$ cat src/rtl/f3m_addsub_seq.sv
// Digit-serial GF(3^M) adder/subtractor: A+B, A-B, -A, 2A computed DIGITS trits per clock
// under a start/busy/done handshake. Each lane handles one trit per cycle.

module f3m_trit_addsub (
  input  logic [1:0] a,
  input  logic [1:0] b,
  input  logic [1:0] op,
  output logic [1:0] r,
  output logic       ill
);
  logic [1:0] av, bv, x, y;
  logic [2:0] s;

  always_comb begin
    av  = (a == 2'b11) ? 2'b00 : a;
    bv  = (b == 2'b11) ? 2'b00 : b;
    ill = (a == 2'b11) | ((op != 2'b10) & (b == 2'b11));
    x   = (op == 2'b10) ? 2'b00 : av;
    // negation of a trit is a swap of its two bits
    case (op)
      2'b00:   y = bv;
      2'b01:   y = {bv[0], bv[1]};
      2'b10:   y = {av[0], av[1]};
      default: y = av;
    endcase
    s = {1'b0, x} + {1'b0, y};
    r = (s >= 3'd3) ? 2'(s - 3'd3) : s[1:0];
  end
endmodule

module f3m_addsub_seq #(
  parameter int M      = 97,
  parameter int DIGITS = 8
) (
  input  logic           clk,
  input  logic           reset_n,
  input  logic           start,
  input  logic [1:0]     op,
  input  logic [2*M-1:0] A,
  input  logic [2*M-1:0] B,
  output logic           busy,
  output logic           done,
  output logic [2*M-1:0] C,
  output logic           err
);
  localparam int NCYC = (M + DIGITS - 1) / DIGITS;
  localparam int PW   = NCYC * DIGITS;
  localparam int CW   = (NCYC > 1) ? $clog2(NCYC) : 1;

  localparam logic [1:0] S_IDLE = 2'd0;
  localparam logic [1:0] S_RUN  = 2'd1;
  localparam logic [1:0] S_DONE = 2'd2;

  logic [1:0]      state_q, state_d;
  logic [2*PW-1:0] a_q, a_d, b_q, b_d, work_q, work_d;
  logic [1:0]      op_q, op_d;
  logic [CW-1:0]   cnt_q, cnt_d;
  logic            err_q, err_d;
  logic [2*M-1:0]  c_q, c_d;

  logic [DIGITS-1:0][1:0] chunk;
  logic [DIGITS-1:0]      ill;
  logic [2*PW-1:0]        chunk_ext;

  // operands are padded to a whole number of chunks with zero trits, so the
  // padding never raises err and lands above bit 2*M-1 of the work register
  for (genvar j = 0; j < DIGITS; j++) begin : g_lane
    f3m_trit_addsub u_lane (
      .a   (a_q[2*j+1:2*j]),
      .b   (b_q[2*j+1:2*j]),
      .op  (op_q),
      .r   (chunk[j]),
      .ill (ill[j])
    );
  end

  always_comb begin
    state_d   = state_q;
    a_d       = a_q;
    b_d       = b_q;
    op_d      = op_q;
    work_d    = work_q;
    cnt_d     = cnt_q;
    err_d     = err_q;
    c_d       = c_q;
    chunk_ext = '0;
    chunk_ext[2*DIGITS-1:0] = chunk;
    case (state_q)
      S_RUN: begin
        a_d    = a_q >> (2*DIGITS);
        b_d    = b_q >> (2*DIGITS);
        work_d = (work_q >> (2*DIGITS)) | (chunk_ext << (2*(PW-DIGITS)));
        err_d  = err_q | (|ill);
        cnt_d  = cnt_q + 1'b1;
        if (cnt_q == CW'(NCYC-1)) begin
          c_d     = work_d[2*M-1:0];
          cnt_d   = '0;
          state_d = S_DONE;
        end
      end
      default: begin
        state_d = S_IDLE;
        if (start) begin
          a_d = '0;
          a_d[2*M-1:0] = A;
          b_d = '0;
          b_d[2*M-1:0] = B;
          op_d    = op;
          work_d  = '0;
          cnt_d   = '0;
          err_d   = 1'b0;
          state_d = S_RUN;
        end
      end
    endcase
  end

  always_ff @(posedge clk or negedge reset_n) begin
    if (!reset_n) begin
      state_q <= S_IDLE;
      a_q     <= '0;
      b_q     <= '0;
      op_q    <= '0;
      work_q  <= '0;
      cnt_q   <= '0;
      err_q   <= 1'b0;
      c_q     <= '0;
    end else begin
      state_q <= state_d;
      a_q     <= a_d;
      b_q     <= b_d;
      op_q    <= op_d;
      work_q  <= work_d;
      cnt_q   <= cnt_d;
      err_q   <= err_d;
      c_q     <= c_d;
    end
  end

  assign busy = (state_q == S_RUN);
  assign done = (state_q == S_DONE);
  assign C    = c_q;
  assign err  = err_q;
endmodule

$ cat config.mk
export PLATFORM = sky130hd
export DESIGN_NAME = f3m_addsub_seq
export DESIGN_NICKNAME = d
export VERILOG_FILES = /design/src/rtl/f3m_addsub_seq.sv
export SDC_FILE = /design/constraint.sdc
export NUM_CORES = 1
export LEC_CHECK = 0
export BUFFER_PORTS_ARGS = -buffer_cell sky130_fd_sc_hd__buf_4
export CAP_MARGIN = 0
export CORE_UTILIZATION = 56
export CTS_CLUSTER_SIZE = 12
export DETAILED_ROUTE_END_ITERATION = 12
export PLACE_DENSITY = 0.8
export SLEW_MARGIN = 5
export SYNTH_ARGS = -nofsm -noshare
export SYNTH_HDL_FRONTEND = slang
export SYNTH_SLANG_ARGS = --single-unit
$ cat constraint.sdc
create_clock -name clk -period 3.9 [get_ports clk]
set_input_delay 0.39 -clock clk [delete_from_list [all_inputs] [get_ports clk]]
set_output_delay 0.39 -clock clk [all_outputs]
set_load 0.005 [all_outputs]
# Word-level counts from Yosys, hierarchy flattened
# Index checks and enable logic that the tools add are counted.
dict set report word_totals {
  reg_bits 827
  latchBits 0
  ram_bits 0
  mem_bits_ro 0
  in_bits 393
  out_inout_bits 197
  elab_cells 134
  n_memories 0
}
dict set report op_classes {
  add_sub_neg 17
  multipliers 0
  div_mod_pow 0
  order_cmp 8
  n_eq_ne 23
  shifts 0
  muxes 54
  n_bitwise 19
  reduce_logical 5
}
# cell n
set op_table {}
lappend op_table {{2-to-1 mux 208 bit} 6}
lappend op_table {{OR 192 x 208 -> 208 bit} 1}
lappend op_table {{2-to-1 mux 2 bit} 34}
lappend op_table {{case mux 2 bit (3 select lines)} 8}
lappend op_table {{equality test 2 bit (second input constant)} 18}
lappend op_table {{adder 2 x 2 -> 3 bit} 8}
lappend op_table {{greater-or-equal comparator 3 x 2 -> 1 bit (second input constant)} 8}
lappend op_table {{subtractor 2 bit (second input constant)} 8}
lappend op_table {{2-to-1 mux 4 bit} 3}
lappend op_table {{OR 1 bit} 9}
lappend op_table {{AND 1 bit} 8}
lappend op_table {{OR reduction 8 bit} 1}
lappend op_table {{adder 4 x 1 -> 4 bit (second input constant)} 1}
lappend op_table {{equality test 2 x 1 -> 1 bit (second input constant)} 2}
lappend op_table {{equality test 4 bit (second input constant)} 1}
lappend op_table {{AND reduction 2 bit} 2}
lappend op_table {{2-to-1 mux 1 bit} 3}
lappend op_table {{logical NOT 2 bit} 1}
lappend op_table {{!= test 2 x 1 -> 1 bit (second input constant)} 1}
lappend op_table {{!= test 2 bit (second input constant)} 1}
lappend op_table {{nonzero test 2 bit} 1}
lappend op_table {{NOT 1 bit} 1}

# Longest topological paths before layout
# Gate-level depths: netlist of the first run.
dict set report depth {
  depth_word 8
  ltp_mapped 11
  mapped_depth_nobuf 9
}

# Modules after synthesis
# Synthesis of the first run repeated with hierarchy kept, for this count alone.
dict set report unflattened {
  hier_cells 3088
  hier_area_um2 34625.7
}
# module n_inst cells_per_inst area_per_inst_um2 seq_area_each_um2
set by_module_without_submodules {}
lappend by_module_without_submodules {f3m_addsub_seq 1 2928 33164.3 19593.8}
lappend by_module_without_submodules {f3m_trit_addsub 8 20 182.7 0.0}

# Worst setup path after synthesis of the first run
# No wires, ideal clock.
dict set report synth_timing {
  kind {register -> register}
  from {register op_q[1]}
  to {register work_q[192]}
  arrival_ns 2.737
  slack_ns 1.080
  stages_incl_launch_ff 12
  n_path_buf 3
  period_less_slack_ns 2.820
  cell_sequence {dfrtp_1 > clkbuf_1 > nor2b_1 > clkbuf_1 > clkbuf_1 > nor3_1 > ha_1 > fa_1 > ha_1 > or3_1 > a21o_1 > o21ai_0}
}
dict set report synth_between {
  elab_chain_cells 7
  elab_cells_between_ends 11
}
# element line_no
set synth_lines {}
lappend synth_lines {{start: declaration} 56} ;# logic [1:0] op_q, op_d;
lappend synth_lines {{start signal: assignment} 132} ;# op_q <= op_d;
lappend synth_lines {{equality test 2 bit (tied with other cells)} {18, 20}}
lappend synth_lines {{case mux 2 bit (3 select lines) / 2-to-1 mux 2 bit (equally long branches)} {20, 18}}
lappend synth_lines {{adder 2 x 2 -> 3 bit *} 26} ;# s = {1'b0, x} + {1'b0, y};
lappend synth_lines {{greater-or-equal comparator 3 x 2 -> 1 bit / subtractor 2 bit (equally long branches)} 27} ;# r = (s >= 3'd3) ? 2'(s - 3'd3) : s[1:0];
lappend synth_lines {{2-to-1 mux 2 bit *} 27}
lappend synth_lines {{OR 192 x 208 -> 208 bit *} 92} ;# work_d = (work_q >> (2*DIGITS)) | (chunk_ext << (2*(PW-DIGITS)));
lappend synth_lines {{2-to-1 mux 208 bit *} 88} ;# case (state_q)
lappend synth_lines {{end signal: assignment} 133} ;# work_q <= work_d;
lappend synth_lines {{end: declaration} 55} ;# logic [2*PW-1:0] a_q, a_d, b_q, b_d, work_q, work_d;
# Every way passes the cells marked *; elsewhere a longest branch is shown, timed or not.
# A chain may end at the register's enable or synchronous reset.

# Final worst setup path of the first run
dict set report layout_timing {
  from {register state_q[1]}
  to {output port busy}
}
dict set report layout_between {
  elab_chain_cells 1
}
# element line_no
set layout_lines {}
lappend layout_lines {{start: declaration} 54} ;# logic [1:0] state_q, state_d;
lappend layout_lines {{start signal: assignment} 129} ;# state_q <= state_d;
lappend layout_lines {{equality test 2 x 1 -> 1 bit} 140} ;# assign busy = (state_q == S_RUN);
lappend layout_lines {{end: declaration} 41} ;# output logic busy,
# No other way between the ends.

==> summary.md, run 1 <==
| Metric | Value |
|---|---|
| FF-to-FF path depth | `9` |
| Total number of vias | `roughly 27,000` |
| IO Count | `about 600` |
| Die area | `a little over 60,000 um2` |
| Placement Setup Slack | `between 900 and 1000 ps` |
| TritonCTS Sinks | `between 700 and 800` |
| Avg WL per Cell | `19.93 um` |
| Final WL | `between 90 and 100 mm` |
| Max Fanout on Critical Path | `138` |
| Die Y | `approximately 250 um` |
| LEAKAGE | `about 22 nW` |
| Critical Path Start | `state_q[1]$_DFFE_PN0P_` |
| Max Clk Rate | `between 300 and 400 MHz` |
| Final ANT Viol Nets | `0` |
| Max-slew headroom | `40.82%` |
| Worst Hold Class | `primary input to register` |
| Post-Syn Area | `between 30,000 and 40,000 um2` |
| Syn Nets | `roughly 3,900` |
| Setup TNS | `0 ps` |
| Final hold violation count | `0` |
| Clock transition at path regs | `~60 ps` |
| CTS tree | `yes` |
| Hold path depth | `3` |
| Clock period minus worst slack | `between 3000 and 4000 ps` |
| PortBufs | `589` |
| CP arrival | `between 2000 and 3000 ps` |
| Clk root buf | `clkbuf_16` |
| Max-Cap Viols | `0` |
| WHS Endpoint | `b_q[181]$_DFFE_PN0P_` |
| Avg Vias per Cell | `~5.6` |
| Vias in the first global route | `26,950` |
| Crit path kind | `register to output pin` |
| Mapped Avg Cell Area | `roughly 9.9 um2` |
| Final Power | `approximately 29 mW` |
| Slew @ Worst Pin | `887.8 ps` |
| Yosys reg bits | `between 700 and 800` |
| Area of the core | `between 60,000 and 70,000 um2` |
| Final Cell Area | `42,060 um2` |
| Syn-to-layout area delta | `22.75%` |
| Worst skew pair latency | `roughly 630 ps` |
| Synth Flop Type | `dfrtp_1` |
| FF+latch area | `between 15,000 and 20,000 um2` |
| Crit share post-route | `just over 80%` |
| Cell variety after synth | `35` |
| PnR worst setup slack | `roughly 740 ps` |
| R2r endpoint | `work_q[206]$_DFFE_PN0P_` |
| Aggregate global-route resource usage | `31.02%` |
| Sequential share of the synthesized area | `57.19%` |
| Routability congestion estimate | `0.9033` |
| Critical-path top delay cell | `inv_8` |
| Fraction of layout cells with a size suffix above 1 | `18.69%` |
| Ys Warns | `0` |
| Multi-input gate area | `between 10,000 and 15,000 um2` |
| Worst Path Required | `between 3000 and 4000 ps` |
| Count of pins over their slew limit | `0` |
| Syn Inst Count | `3,474` |
| Initial antenna violation count | `25` |
| Final net count | `~4,400` |
| H-tree Lvls | `3` |
| CTS max path bufs | `3` |
| Row cnt | `90` |
| Unrepaired setup endpoints after global routing | `no` |
| Status | `completed` |
| CP Launch Type | `register` |
| Starting density of the core | `56.77%` |
| DP Wirelength | `about 66 mm` |
| CP cell instances | `nand2b_4, inv_8, buf_12, buf_4` |
| Fillers | `~4,500` |
| Pwr dens | `roughly 700 nW/um2` |
| Critical Path Sink Type | `output pin` |
| DRC Markers | `0` |
| Worst r2r src | `op_q[1]$_DFFE_PN0P_` |
| DIE WIDTH | `between 200 and 250 um` |
| CP peak stage delay | `between 600 and 700 ps` |
| First-pass DRT Iterations | `5` |
| Layout Skew | `23.82 ps` |
| Number of enable flip-flop cells after synthesis | `0` |
| Number of setup violations in the final report | `0` |
| Area after DPL | `around 40,000 um2` |
| Hold path start | `B[181]` |
| CTS buffer count | `82` |
| Worst R2R Setup Slack | `850 ps` |
| Async SR Flop Fraction | `between 90% and 100%` |
| GR Overflow Total | `0` |
| VDD IR max | `approximately 0.43 mV` |
| First-pass GRT wire length | `151.0 mm` |
| # resized after CTS | `0` |
| Pin count of the biggest net entering global routing | `between 150 and 200` |
| DRT iter0 DRCs | `about 2,300` |
| Post-CTS Setup Inserts | `0` |
==> report_power, final <==
part / leakage, nW / internal [mW] / switching, mW
clock network: 1.30 / 4.56 / 3.20
registers: 10.5 / 11.0 / 2.42
logic: 10.3 / 3.50 / 4.59
total: 22.1 / 19.1 / 10.2
==> through the flow <==
step	hold slack [ps]	utilization (%)	instances
after CTS	0.02059	69.60	4811
after global routing	14.04	69.66	4825
after detailed placement	387.7	64.79	4646
after global placement	392.2	64.79	4646
after floorplan	94.41	-	3474
final	25.00	69.68	4830
==> critical path, delay by kind of cell (launching register included) <==
family,cells,cell delay (ps)
buffers and inverters,3,1180
DFF,1,380
and+or+nand+nor,1,430
==> cell usage after synthesis (2+ instances only) <==
master       n  area, um2
a211oi_1     2      15.01
a22oi_1      6      45.04
a31oi_1      8      50.05
a32oi_1      8      70.07
buf_1        9      33.78
buf_2      115      575.6
buf_6       19      214.0
clkbuf_1    98      367.9
dfrtp_1    783      19590
fa_1         8      160.2
ha_1        18      225.2
inv_1       18      67.56
inv_2        2      7.510
mux2_2       2      22.52
mux2i_1    404       4044
nand2_1   1299       4876
nand3_1      3      15.01
nand3b_1   185       1389
nor2_1      49      183.9
nor2b_1      2      12.51
nor3_1      24      120.1
nor3b_1      8      60.06
o21ai_0    372       1862
o31a_1       7      61.31
o31ai_1     15      112.6
==> layout by cell type (no fill, tap or decap), types with 8 or more instances in the layout <==
cell,instances
nor2_1,49
dlygate4sd3_1,25
clkbuf_16,85
inv_1,18
nor3_1,24
nand2_1,1299
fa_1,8
clkbuf_8,16
nand3b_1,185
clkbuf_1,24
buf_4,606
nor3b_1,8
a32oi_1,8
o31ai_1,15
mux2i_1,404
ha_1,18
o21ai_0,372
a31oi_1,8
diode_2,19
dfrtp_1,783
buf_12,23
==> layout make-up <==
class                      count  share of cell area, %
multi-input combinational   2430                  31.87
sequential                   783                  46.59
antenna                       19                 0.1130
tap                          782                  2.326
clock buffer                 125                  5.795
clock inverter                15                 0.5206
inverter                      20                 0.2082
timing repair buffer         656                  12.58
==> flip-flops by register name, indices dropped and copies added, names as in the netlist <==
signal,count
work_q,192
op_q,2
cnt_q,4
C,194
b_q,194
state_q,2
err,1
a_q,194
==> logic make-up (layout without fill, tap and decap cells) <==
group,count (synthesis),count (layout),share of synthesized area (%)
flip-flops,783,783,57.19
AND/OR/NAND/NOR,1575,1575,19.54
buffers and inverters,261,816,3.696
multiplexers,406,406,11.87
other,0,19,0
adder cells (fa/ha/maj),26,26,1.125
AO/OA/AOI/OAI,423,423,6.584
==> worst max path at each step <==
stage | cells past startpoint | slack (ps) | endpoint
floorplan | 11 | 1080 | work_q[192]$_DFFE_PN0P_
global placement | 9 | 990 | work_q[206]$_DFFE_PN0P_
detailed placement | 9 | 900 | work_q[206]$_DFFE_PN0P_
CTS | 4 | 750 | busy
global route | 4 | 570 | busy
finish | 4 | 740 | busy
==> what timing repair did <==
| item | in CTS | in global routing |
|---|---|---|
| endpoints found under the hold margin | 76 | 0 |
| hold buffers | 25 | 0 |
| setup endpoints to repair | 0 | 0 |
==> per-layer routing <==
metal / track usage, % / part of all wire, % / vias to the layer above
li1: - / - / 12500
met1: 38.90 / 39 / 13260
met2: 51.20 / 49 / 883
met3: 8.077 / 7.5 / 211
met4: 12.80 / 4.0 / 16
met5: 0 / 0.10 / -
No activity file was read; power rests on OpenSTA's default activity.
==> run 2, diff against run 1 <==
clock period = 3.2 ns   (was 3.9 ns; I/O delays follow)
==> summary.md, run 2 (same netlist as run 1, synthesis figures left out) <==
| Metric | Value |
|---|---|
| Aggregate global-route resource usage | `37.75% (+6.7 points)` |
| DRT iter0 DRCs | `3,343 (+46%)` |
| CP cell instances | `buf_4, nor2_1, a32oi_1, mux2i_1, ha_1, fa_1, ha_1, o31a_1, o31ai_1` |
| Slew @ Worst Pin | `1037 ps (+149.2 ps)` |
| Worst setup path end | `work_q[196]$_DFFE_PN0P_` |
| PortBufs | `589 (unchanged)` |
| # resized after CTS | `0 (unchanged)` |
| IO Count | `590 (unchanged)` |
| Commonest non-fill, non-tap cell in the layout | `nand2_1` |
| FF-to-FF path depth | `9 (unchanged)` |
| Crit share post-route | `~84%` |
| Max-slew headroom | `30.87% (-9.9 points)` |
| Layout Skew | `64.74 ps (+40.92 ps)` |
| Worst R2R Setup Slack | `520 ps (-330 ps)` |
| GR Overflow Total | `0 (unchanged)` |
| CTS tree | `yes` |
| Worst Hold Class | `primary input to register` |
| First-pass DRT Iterations | `9 (+4)` |
| Worst Path Required | `3750 ps (+240 ps)` |
| Worst skew pair latency | `670 ps (+40 ps)` |
| Die area | `62,180 um2 (unchanged)` |
| DIE WIDTH | `249.4 um (unchanged)` |
| Most frequent cells in the layout | `nand2_1 (1,299), dfrtp_1 (783), buf_4 (618)` |
| Pin count of the biggest net entering global routing | `163 (-17%)` |
| Row cnt | `90 (unchanged)` |
| Die Y | `249.4 um (unchanged)` |
| Final Power | `37.11 mW (+27%)` |
| Post-CTS Setup Inserts | `0 (unchanged)` |
| Avg Vias per Cell | `5.878 (+5.6%)` |
| Multi-input gate area | `13,410 um2 (unchanged)` |
| Setup TNS | `0 ps (unchanged)` |
| Worst r2r src | `op_q[1]$_DFFE_PN0P_` |
| CP most frequent cell | `ha_1` |
| WP depth | `9 (+5)` |
| First-pass GRT wire length | `180.5 mm (+20%)` |
| Buffers and inverters on the worst path | `1 (-2)` |
| CP arrival | `3230 ps (+460 ps)` |
| Max-Cap Viols | `0 (unchanged)` |
| Final Util | `75.16% (+5.5 points)` |
| Final net count | `4,719 (+7.4%)` |
| DP Wirelength | `66.56 mm (+1.4%)` |
| Avg WL per Cell | `22.80 um (+14%)` |
| H-tree Lvls | `3 (unchanged)` |
| Crit path kind | `register to register` |
| Clock transition at path regs | `60 ps (about the same)` |
| Non-filler cells, final | `5,178 (+7.2%)` |
| Number of setup violations in the final report | `0 (unchanged)` |
| Fraction of layout cells with a size suffix above 1 | `17.62% (-1.1 points)` |
| R2r endpoint | `work_q[196]$_DFFE_PN0P_` |
| CP Launch Type | `register` |
| Critical Path Start | `op_q[1]$_DFFE_PN0P_` |
| Unrepaired setup endpoints after global routing | `no` |
| CTS max path bufs | `3 (unchanged)` |
| Routability congestion estimate | `0.8926 (-1.2%)` |
| Syn-to-layout area delta | `32.40%` |
| TritonCTS Sinks | `783 (unchanged)` |
| Status | `completed` |
| Cell family with most CP delay | `adder cells` |
| CP peak stage delay | `480 ps (-190 ps)` |
| VDD IR max | `0.5919 mV (+37%)` |
| Final ANT Viol Nets | `0 (unchanged)` |
| Dpl cells | `4,659 (+0.28%)` |
| Max Fanout on Critical Path | `29 (-79%)` |
| Critical-path top delay cell | `fa_1` |
| Starting density of the core | `56.77% (unchanged)` |
| Area of the core | `60,360 um2 (unchanged)` |
| Final hold violation count | `0 (unchanged)` |
| Max Clk Rate | `372.8 MHz` |
| Clk root buf | `clkbuf_16` |
| Fillers | `3,689 (-18%)` |
| Pwr dens | `818.0 nW/um2 (+17%)` |
| FF+latch area | `19,590 um2 (unchanged)` |
| Total number of vias | `30,440 (+13%)` |
| Clock period minus worst slack | `2682 ps` |
| Critical Path Sink Type | `register` |
| Count of pins over their slew limit | `0 (unchanged)` |
| Initial antenna violation count | `46 (+84%)` |
| LEAKAGE | `23.50 nW (+6.2%)` |
| CTS buffer count | `82 (unchanged)` |
| Vias in the first global route | `31,030 (+15%)` |
| Final WL | `118.1 mm (+23%)` |
| DRC Markers | `0 (unchanged)` |
-- run 2: cell types whose count changed in the layout (fill, tap and decap cells not counted), sizes merged --
cell         before  now
buf             631  644
bufinv            4    3
clkinv            9    3
clkinvlp          0    2
diode            19   43
dlygate4sd3      25  339
inv              22   24
-- run 2: how the worst min path moves through the flow --
stage | from | to | cells past startpoint
5_1_grt | B[61] | b_q[61]$_DFFE_PN0P_ | 3
3_3_place_gp | reset_n | C[63]$_DFFE_PN0P_ | 1
3_5_place_dp | reset_n | C[63]$_DFFE_PN0P_ | 1
6_report | A[44] | a_q[44]$_DFFE_PN0P_ | 3
2_1_floorplan | reset_n | C[0]$_DFFE_PN0P_ | 0
4_1_cts | B[31] | b_q[31]$_DFFE_PN0P_ | 3
-- run 2: tightest hold or removal path: stages --
cell     delay (ps)
buf_4            80
mux2i_1          60
o21ai_0         140
-- run 2: repair_timing --
item                       in CTS  in global routing
hold endpoints to repair      401                  0
hold buffers                  339                  0
setup endpoints to repair       0                  0
-- run 2: metrics by stage --
| stage | cell area, um2 | worst slack (ps) | hold WS, ps |
|---|---|---|---|
| floorplan | 34260 | 380.2 | 24.41 |
| global placement | 39220 | 613.9 | 411.5 |
| detailed placement | 39220 | 557.1 | 411.4 |
| CTS | 45260 | 525.9 | 0.4510 |
| global route | 45320 | 263.8 | 31.78 |
| finish | 45360 | 517.6 | 5.908 |
-- run 2: cell type report --
class | instances | area share (%)
Antenna cell | 43 | 0.2372
Timing Repair Buffer | 983 | 18.83
Multi-Input combinational cell | 2430 | 29.55
Clock buffer | 125 | 5.436
Sequential cell | 783 | 43.19
Clock inverter | 12 | 0.3999
Tap cell | 782 | 2.157
Inverter | 20 | 0.1931
-- run 2: where the power goes --
part | switching, mW | internal [mW]
clock network | 4.11 | 5.54
registers | 3.09 | 13.5
logic | 6.39 | 4.52
-- run 2: layer usage --
metal	part of all wire, %	track usage, %	vias to the layer above
met1	36	45.16	14690
met2	46	59.42	1868
met4	7.5	24.78	28
met3	9.6	11.25	679
met5	0.14	1.004	-
li1	-	-	13170
